$ cat config.mk
export PLATFORM = sky130hd
export DESIGN_NAME = trace_stamp_fifo
export DESIGN_NICKNAME = d
export VERILOG_FILES = /design/src/rtl/trace_stamp_fifo.sv
export SDC_FILE = /design/constraint.sdc
export NUM_CORES = 1
export LEC_CHECK = 0
export ABC_AREA = 0
export BUFFER_PORTS_ARGS = -buffer_cell sky130_fd_sc_hd__buf_4
export CAP_MARGIN = 20
export CELL_PAD_IN_SITES_DETAIL_PLACEMENT = 1
export CELL_PAD_IN_SITES_GLOBAL_PLACEMENT = 2
export CORE_UTILIZATION = 43
export DETAILED_ROUTE_END_ITERATION = 7
export HOLD_SLACK_MARGIN = 0.06
export MAX_ROUTING_LAYER = met4
export PLACE_DENSITY = 0.86
export SETUP_SLACK_MARGIN = 0.15
export SYNTH_ARGS = -nofsm -noshare
export SYNTH_HDL_FRONTEND = slang
export SYNTH_SLANG_ARGS = --single-unit
$ cat constraint.sdc
create_clock -name clk -period 4.9 [get_ports clk]
set_input_delay 0.98 -clock clk [delete_from_list [all_inputs] [get_ports clk]]
set_output_delay 0.98 -clock clk [all_outputs]
set_load 0.02 [all_outputs]
$ cat src/rtl/trace_stamp_fifo.sv
// trace_stamp_fifo: capture FIFO that tags every accepted word with a
// free-running 32-bit cycle stamp, with drop accounting and flush.
module trace_stamp_fifo #(
    parameter int DEPTH = 8,
    parameter int DW    = 16
) (
    input  logic                     clk,
    input  logic                     reset,
    input  logic                     io_in_valid,
    input  logic [DW-1:0]            io_in_bits,
    output logic                     io_out_valid,
    input  logic                     io_out_ready,
    output logic [DW-1:0]            io_out_data,
    output logic [31:0]              io_out_stamp,
    input  logic                     io_clear,
    output logic [$clog2(DEPTH):0]   io_count,
    output logic [7:0]               io_drops,
    output logic                     io_overflow
);

    localparam int AW = $clog2(DEPTH);
    localparam logic [AW:0]   FULL_CNT = (AW+1)'(DEPTH);
    localparam logic [AW:0]   CNT_ONE  = (AW+1)'(1);
    localparam logic [AW-1:0] PTR_ONE  = AW'(1);

    logic [31:0]   tsc;
    logic [AW-1:0] wr_ptr;
    logic [AW-1:0] rd_ptr;

    logic [DW-1:0] data_mem  [DEPTH];
    logic [31:0]   stamp_mem [DEPTH];

    logic full;
    logic push;
    logic pop;
    logic drop;

    // Handshake qualification; io_clear masks everything in its cycle.
    always_comb begin
        full = (io_count == FULL_CNT);
        pop  = io_out_valid && io_out_ready && !io_clear;
        push = io_in_valid && !io_clear && (!full || pop);
        drop = io_in_valid && !io_clear && !push;
    end

    always_ff @(posedge clk or negedge reset) begin
        if (!reset) begin
            tsc <= '0;
        end else begin
            tsc <= tsc + 32'd1;
        end
    end

    always_ff @(posedge clk or negedge reset) begin
        if (!reset) begin
            wr_ptr <= '0;
        end else if (io_clear) begin
            wr_ptr <= '0;
        end else if (push) begin
            wr_ptr <= wr_ptr + PTR_ONE;
        end
    end

    always_ff @(posedge clk or negedge reset) begin
        if (!reset) begin
            rd_ptr <= '0;
        end else if (io_clear) begin
            rd_ptr <= '0;
        end else if (pop) begin
            rd_ptr <= rd_ptr + PTR_ONE;
        end
    end

    always_ff @(posedge clk or negedge reset) begin
        if (!reset) begin
            io_count <= '0;
        end else if (io_clear) begin
            io_count <= '0;
        end else begin
            unique case ({push, pop})
                2'b10:   io_count <= io_count + CNT_ONE;
                2'b01:   io_count <= io_count - CNT_ONE;
                default: io_count <= io_count;
            endcase
        end
    end

    always_ff @(posedge clk or negedge reset) begin
        if (!reset) begin
            io_drops    <= '0;
            io_overflow <= 1'b0;
        end else if (io_clear) begin
            io_drops    <= '0;
            io_overflow <= 1'b0;
        end else if (drop) begin
            io_overflow <= 1'b1;
            if (io_drops != 8'hFF) begin
                io_drops <= io_drops + 8'd1;
            end
        end
    end

    // Storage carries no reset; contents only matter while count != 0.
    always_ff @(posedge clk) begin
        if (push) begin
            data_mem[wr_ptr]  <= io_in_bits;
            stamp_mem[wr_ptr] <= tsc;
        end
    end

    always_comb begin
        io_out_valid = (io_count != '0);
        io_out_data  = data_mem[rd_ptr];
        io_out_stamp = stamp_mem[rd_ptr];
    end

endmodule

Yosys cells after proc, flatten, opt, wreduce, memory -nomap -nowiden. Memory sizes are Yosys's and may differ from the RTL's. Cells that the tools add are included.

Multipliers: 0. Mux-type cells: 13. Magnitude comparators: 0. $add $sub $neg: 6. Shift operators: 0. Divide/modulo/power cells: 0. Bitwise operators: 0. Eq/ne operators: 4. Reduce and logical (&&, ||, !) cells: 16.

Operators with widths (count): $add A32 B1 Y32 const B (1); $mux W8 (3); $mux W3 (4); $add A8 B1 Y8 const B (1); $ne A8 B8 Y1 const B (1); $pmux W4 S2 (1); $reduce_bool A2 Y1 (4); $add A3 B1 Y3 const B (2); $logic_and A1 B1 Y1 (5); $add A4 B1 Y4 const B (1); $eq A4 B4 Y1 const B (1); $mux W1 (4); $mux W4 (1); $reduce_bool A4 Y1 (1); $sub A4 B1 Y4 const B (1); $logic_not A1 Y1 (3); $reduce_bool A3 Y1 (1); $eq A2 B1 Y1 const B (1); $eq A2 B2 Y1 const B (1); $reduce_and A2 Y1 (1); $logic_or A1 B1 Y1 (1).

Bits in latches: 0. Bits in writable memories: 384. Flip-flop bits (word level): 51. Memories kept: 2. Output and inout port bits: 62. Bits in read-only memories: 0. Logic and storage cells: 47. Bits of input ports: 21.

Memory list: stamp_mem (depth 8, bits a word 32, read ports 1, clocked after Yosys merged registers in 0, write ports 1, line 31) `logic [31:0] stamp_mem [DEPTH];`; data_mem (depth 8, bits a word 16, read ports 1, clocked after Yosys merged registers in 0, write ports 1, line 30) `logic [DW-1:0] data_mem [DEPTH];`.

Logic depth before layout (Yosys ltp).
Word-level depth: 9. Depth in mapped cells: 8. Mapped depth without buffers: 8.

Least setup slack after synthesis. OpenSTA, ideal clock, no wires.

Path type: input to register. Start point: input io_in_valid. End point: memory data_mem[1][0], enable pin. Path buffers: 1. Required time: 4387 ps. Data arrival time: 5107 ps. Path slack: -719 ps. Cell stages on the path: 4. Cells stage by stage: clkbuf_1 nand2b_1 or3b_2 nor3_1.

Longest elaborated chain between the ends: 4.

Ends and longest elaborated chain: start: declaration (line 9) `input logic io_in_valid,`; $logic_and A1 B1 Y1 (2 in a row) (line 42) `push = io_in_valid && !io_clear && (!full || pop);`; $mux W1 (line 105) `if (push) begin`; $mux W1 (implied by the code) (line 106) `data_mem[wr_ptr] <= io_in_bits;`; end: declaration (line 30).

No other way between the ends.

Final worst setup path.
Start point: register rd_ptr[0]. End point: output io_out_stamp[30].

Longest elaborated chain between the ends: 1.

Ends and longest elaborated chain: start: declaration (line 28) `logic [AW-1:0] rd_ptr;`; start signal: assignment (line 70) `rd_ptr <= rd_ptr + PTR_ONE;`; $mem_v2 Z8 W32; end: declaration (line 14) `output logic [31:0] io_out_stamp,`.

No other way between the ends.

==> impl_metrics.env <==
export IMPL_outcome="complete, no violations"
export IMPL_antenna_found_initial=0
export IMPL_p_per_area_mw_per_mm2=468
export IMPL_crit_chain="buf_12 -> mux4_2 -> mux2_2 -> buf_4"
export IMPL_core_mm2=0.0388
export IMPL_arrival_ns=2.88
export IMPL_port_buffers=82
export IMPL_hold_class="in2async"
export IMPL_yosysMostFrequentCell="edfxtp_1"
export IMPL_die_y_um=201
export IMPL_finalCriticalPeriod_ns=3.86
export IMPL_num_antenna_cells=0
export IMPL_grt_usage_pct=18.5
export IMPL_cts_path_max_buffers=3
export IMPL_power_frac_seq_pct=46.0
export IMPL_pwr_share_comb_pct=17.3
export IMPL_routedWlPerCell_um=23.9
export IMPL_clock_sinks=435
export IMPL_hold_buffers=0
export IMPL_dieArea_mm2=0.0403
export IMPL_maxSlewViolCount=0
export IMPL_max_stage_delay_ns=0.93
export IMPL_clkTransAtPathRegs_ns=0.06
export IMPL_global_route_overflow_total=0
export IMPL_core_rowCount=72
export IMPL_slew_headroom_pct=39.8
export IMPL_dr_total_vias=8161
export IMPL_cts_setup_buffers=0
export IMPL_p_sw_share_pct=24.8
export IMPL_fin_crit_sh_pct=78.8
export IMPL_synthCells=811
export IMPL_start_util_pct=43.8
export IMPL_fin_skew_ns=0.0196
export IMPL_cts_tree="done"
export IMPL_ys_flop_type="edfxtp_1"
export IMPL_tns_ns=0
export IMPL_ir_worst_vdd_mv=0.243
export IMPL_power_leakage_nw=6.84
export IMPL_p_sw_w=0.00230
export IMPL_syn_nets=839
export IMPL_grt_pass1_vias=8861
export IMPL_yosysTopAreaCell="edfxtp_1"
export IMPL_p_clk_share_pct=36.7
export IMPL_drc=0
export IMPL_rsz0062_at_grt="no"
export IMPL_async_flop_share_pct=11.7
export IMPL_synth_area_per_cell_um2=21.0
export IMPL_routed_wl_mm=35.3
export IMPL_yosys_warnings=0
export IMPL_cpMaxStageDelayCell="dfrtp_4"
export IMPL_path_max_fanout=34
export IMPL_setup_viol=0
export IMPL_grt_max_degree=54
export IMPL_drive_above_1_share_pct=34.1
export IMPL_synth_area_mm2=0.0170
export IMPL_htreeDepth=2
export IMPL_ctsResizeCount=0
export IMPL_final_nets=948
export IMPL_hpwl_mm=19.1
export IMPL_ys_ff_latch=435
export IMPL_grt_pass1_wl_mm=54.4
export IMPL_pre_cts_ws_ns=1.54
export IMPL_routed_via_density=5.54
export IMPL_synth_area_top_cells="edfxtp_1, mux4_2, dfrtp_1, mux2_2, xnor2_1"
export IMPL_critical_path_class="reg2out"
export IMPL_yosys_area_top_type_share_pct=67.8
export IMPL_yosysUniqueCellTypes=45
export IMPL_fmax_ghz=0.259
export IMPL_maxCapViolations=0
export IMPL_end_kind="output pin"
export IMPL_final_util_pct=51.0
export IMPL_ys_seq_area_share_pct=75.3
export IMPL_p_int_w=0.00697
export IMPL_cts_made_buffers=44
export IMPL_dr_pass1_iters=5
export IMPL_final_hold_viol_count=0
export IMPL_worst_skew_pair_late_latency_ns=0.55
export IMPL_antenna_left=0
export IMPL_synth_common_cells="edfxtp_1, mux4_2, mux2_2, dfrtp_1, xnor2_1"
export IMPL_syn_to_final_growth_pct=16.5
export IMPL_synth_edf_count=384
export IMPL_ios=83
export IMPL_crit_path_start_kind="flop"
export IMPL_gp_congestion=0.708
export IMPL_dr_first_iter_drc_count=571
export IMPL_critPathRequiredTime_ns=3.92
export IMPL_worst_pin_slew_ns=0.904
export IMPL_fp_dieW_um=201
export IMPL_cts_root_buf="clkbuf_16"
export IMPL_layout_setup_ws_ns=1.04
## state kept, by name, indices dropped and copies added, names as in the netlist
register / flops
wr_ptr: 3
stamp_mem: 256
io_drops: 8
rd_ptr: 3
io_overflow: 1
io_count: 4
data_mem: 128
tsc: 32
## kinds of logic after synthesis
group / after synthesis / share of synthesized area [%]
mux: 151 / 16.3
flops: 435 / 75.3
compound gates: 22 / 0.788
xor+xnor: 36 / 1.85
fa+ha+maj: 7 / 0.559
buf+inv: 38 / 0.950
simple gates: 122 / 4.15
## per-stage QoR
stage	hold slack, ns	instance area (um^2)	power, W	std cells
4_1_cts	0.488	19800	0.00939	1473
6_report	0.468	19800	0.00927	1473
3_3_place_gp	0.508	18300	0.00596	1392
2_1_floorplan	0.539	17000	0.00540	811
3_5_place_dp	0.523	18300	0.00599	1392
5_1_grt	0.520	19800	0.00961	1473
## path summary, 6_finish.rpt
path	endpoint	slack, ns	from	cells after the start
worst max-delay path	io_out_stamp[30]	1.04	rd_ptr[0]	4
worst min-delay path	io_count[0]	0.47	reset	1
worst max register to register	data_mem[4][3]	2.21	io_count[3]	5
worst min register to register	io_overflow	0.53	io_overflow	2
max in group asynchronous	rd_ptr[0]	3.88	reset	1
min in group clk	io_overflow	0.53	io_overflow	2
## power groups by stage
stage / clock [W] / sequential [W] / combinational [W]
final: 0.00340 / 0.00426 / 0.00161
after global routing: 0.00360 / 0.00429 / 0.00172
after CTS: 0.00348 / 0.00427 / 0.00165
after detailed placement: 0 / 0.00435 / 0.00164
after global placement: 0 / 0.00434 / 0.00162
after floorplan: 0 / 0.00422 / 0.00119
## layer usage
| layer | global-route usage, % | wire length (um) | part of all wire (%) |
|---|---|---|---|
| met1 | 25.0 | 15700 | 45 |
| met2 | 29.8 | 17600 | 50 |
| met3 | 2.65 | 1340 | 3.8 |
| met4 | 4.53 | 640 | 1.8 |
| met5 | - | 0 | 0 |
## critical path: cells and delay by family (launching register included)
family / cells / cell delay, ns
mux: 2 / 0.85
buf+inv: 2 / 0.52
flops: 1 / 0.93
## cell usage in the layout (no fill, tap or decap), drive strengths merged, types with 3 or more instances in the layout
master	instances
xnor2	24
nor2	20
nand2b	6
bufinv	6
o21ai	4
edfxtp	384
or3	4
xor2	12
buf	98
clkbuf	60
clkinv	11
inv	5
ha	6
nor4	3
nand4	14
nand2	14
o31ai	3
a21oi	8
or3b	3
and2	5
and3	9
nor3	6
mux4	96
mux2	53
and4	6
or4	3
nor2b	4
nand3	16
dfrtp	51
## cell type report
class | instances | area (um^2)
Clock buffer | 60 | 1190
Clock inverter | 21 | 274
Fill cell | 3475 | 19000
Inverter | 3 | 11.3
Multi-Input combinational cell | 338 | 4100
Sequential cell | 435 | 12800
Tap cell | 518 | 648
Timing Repair Buffer | 98 | 773
(Power assumes the default switching activity.)
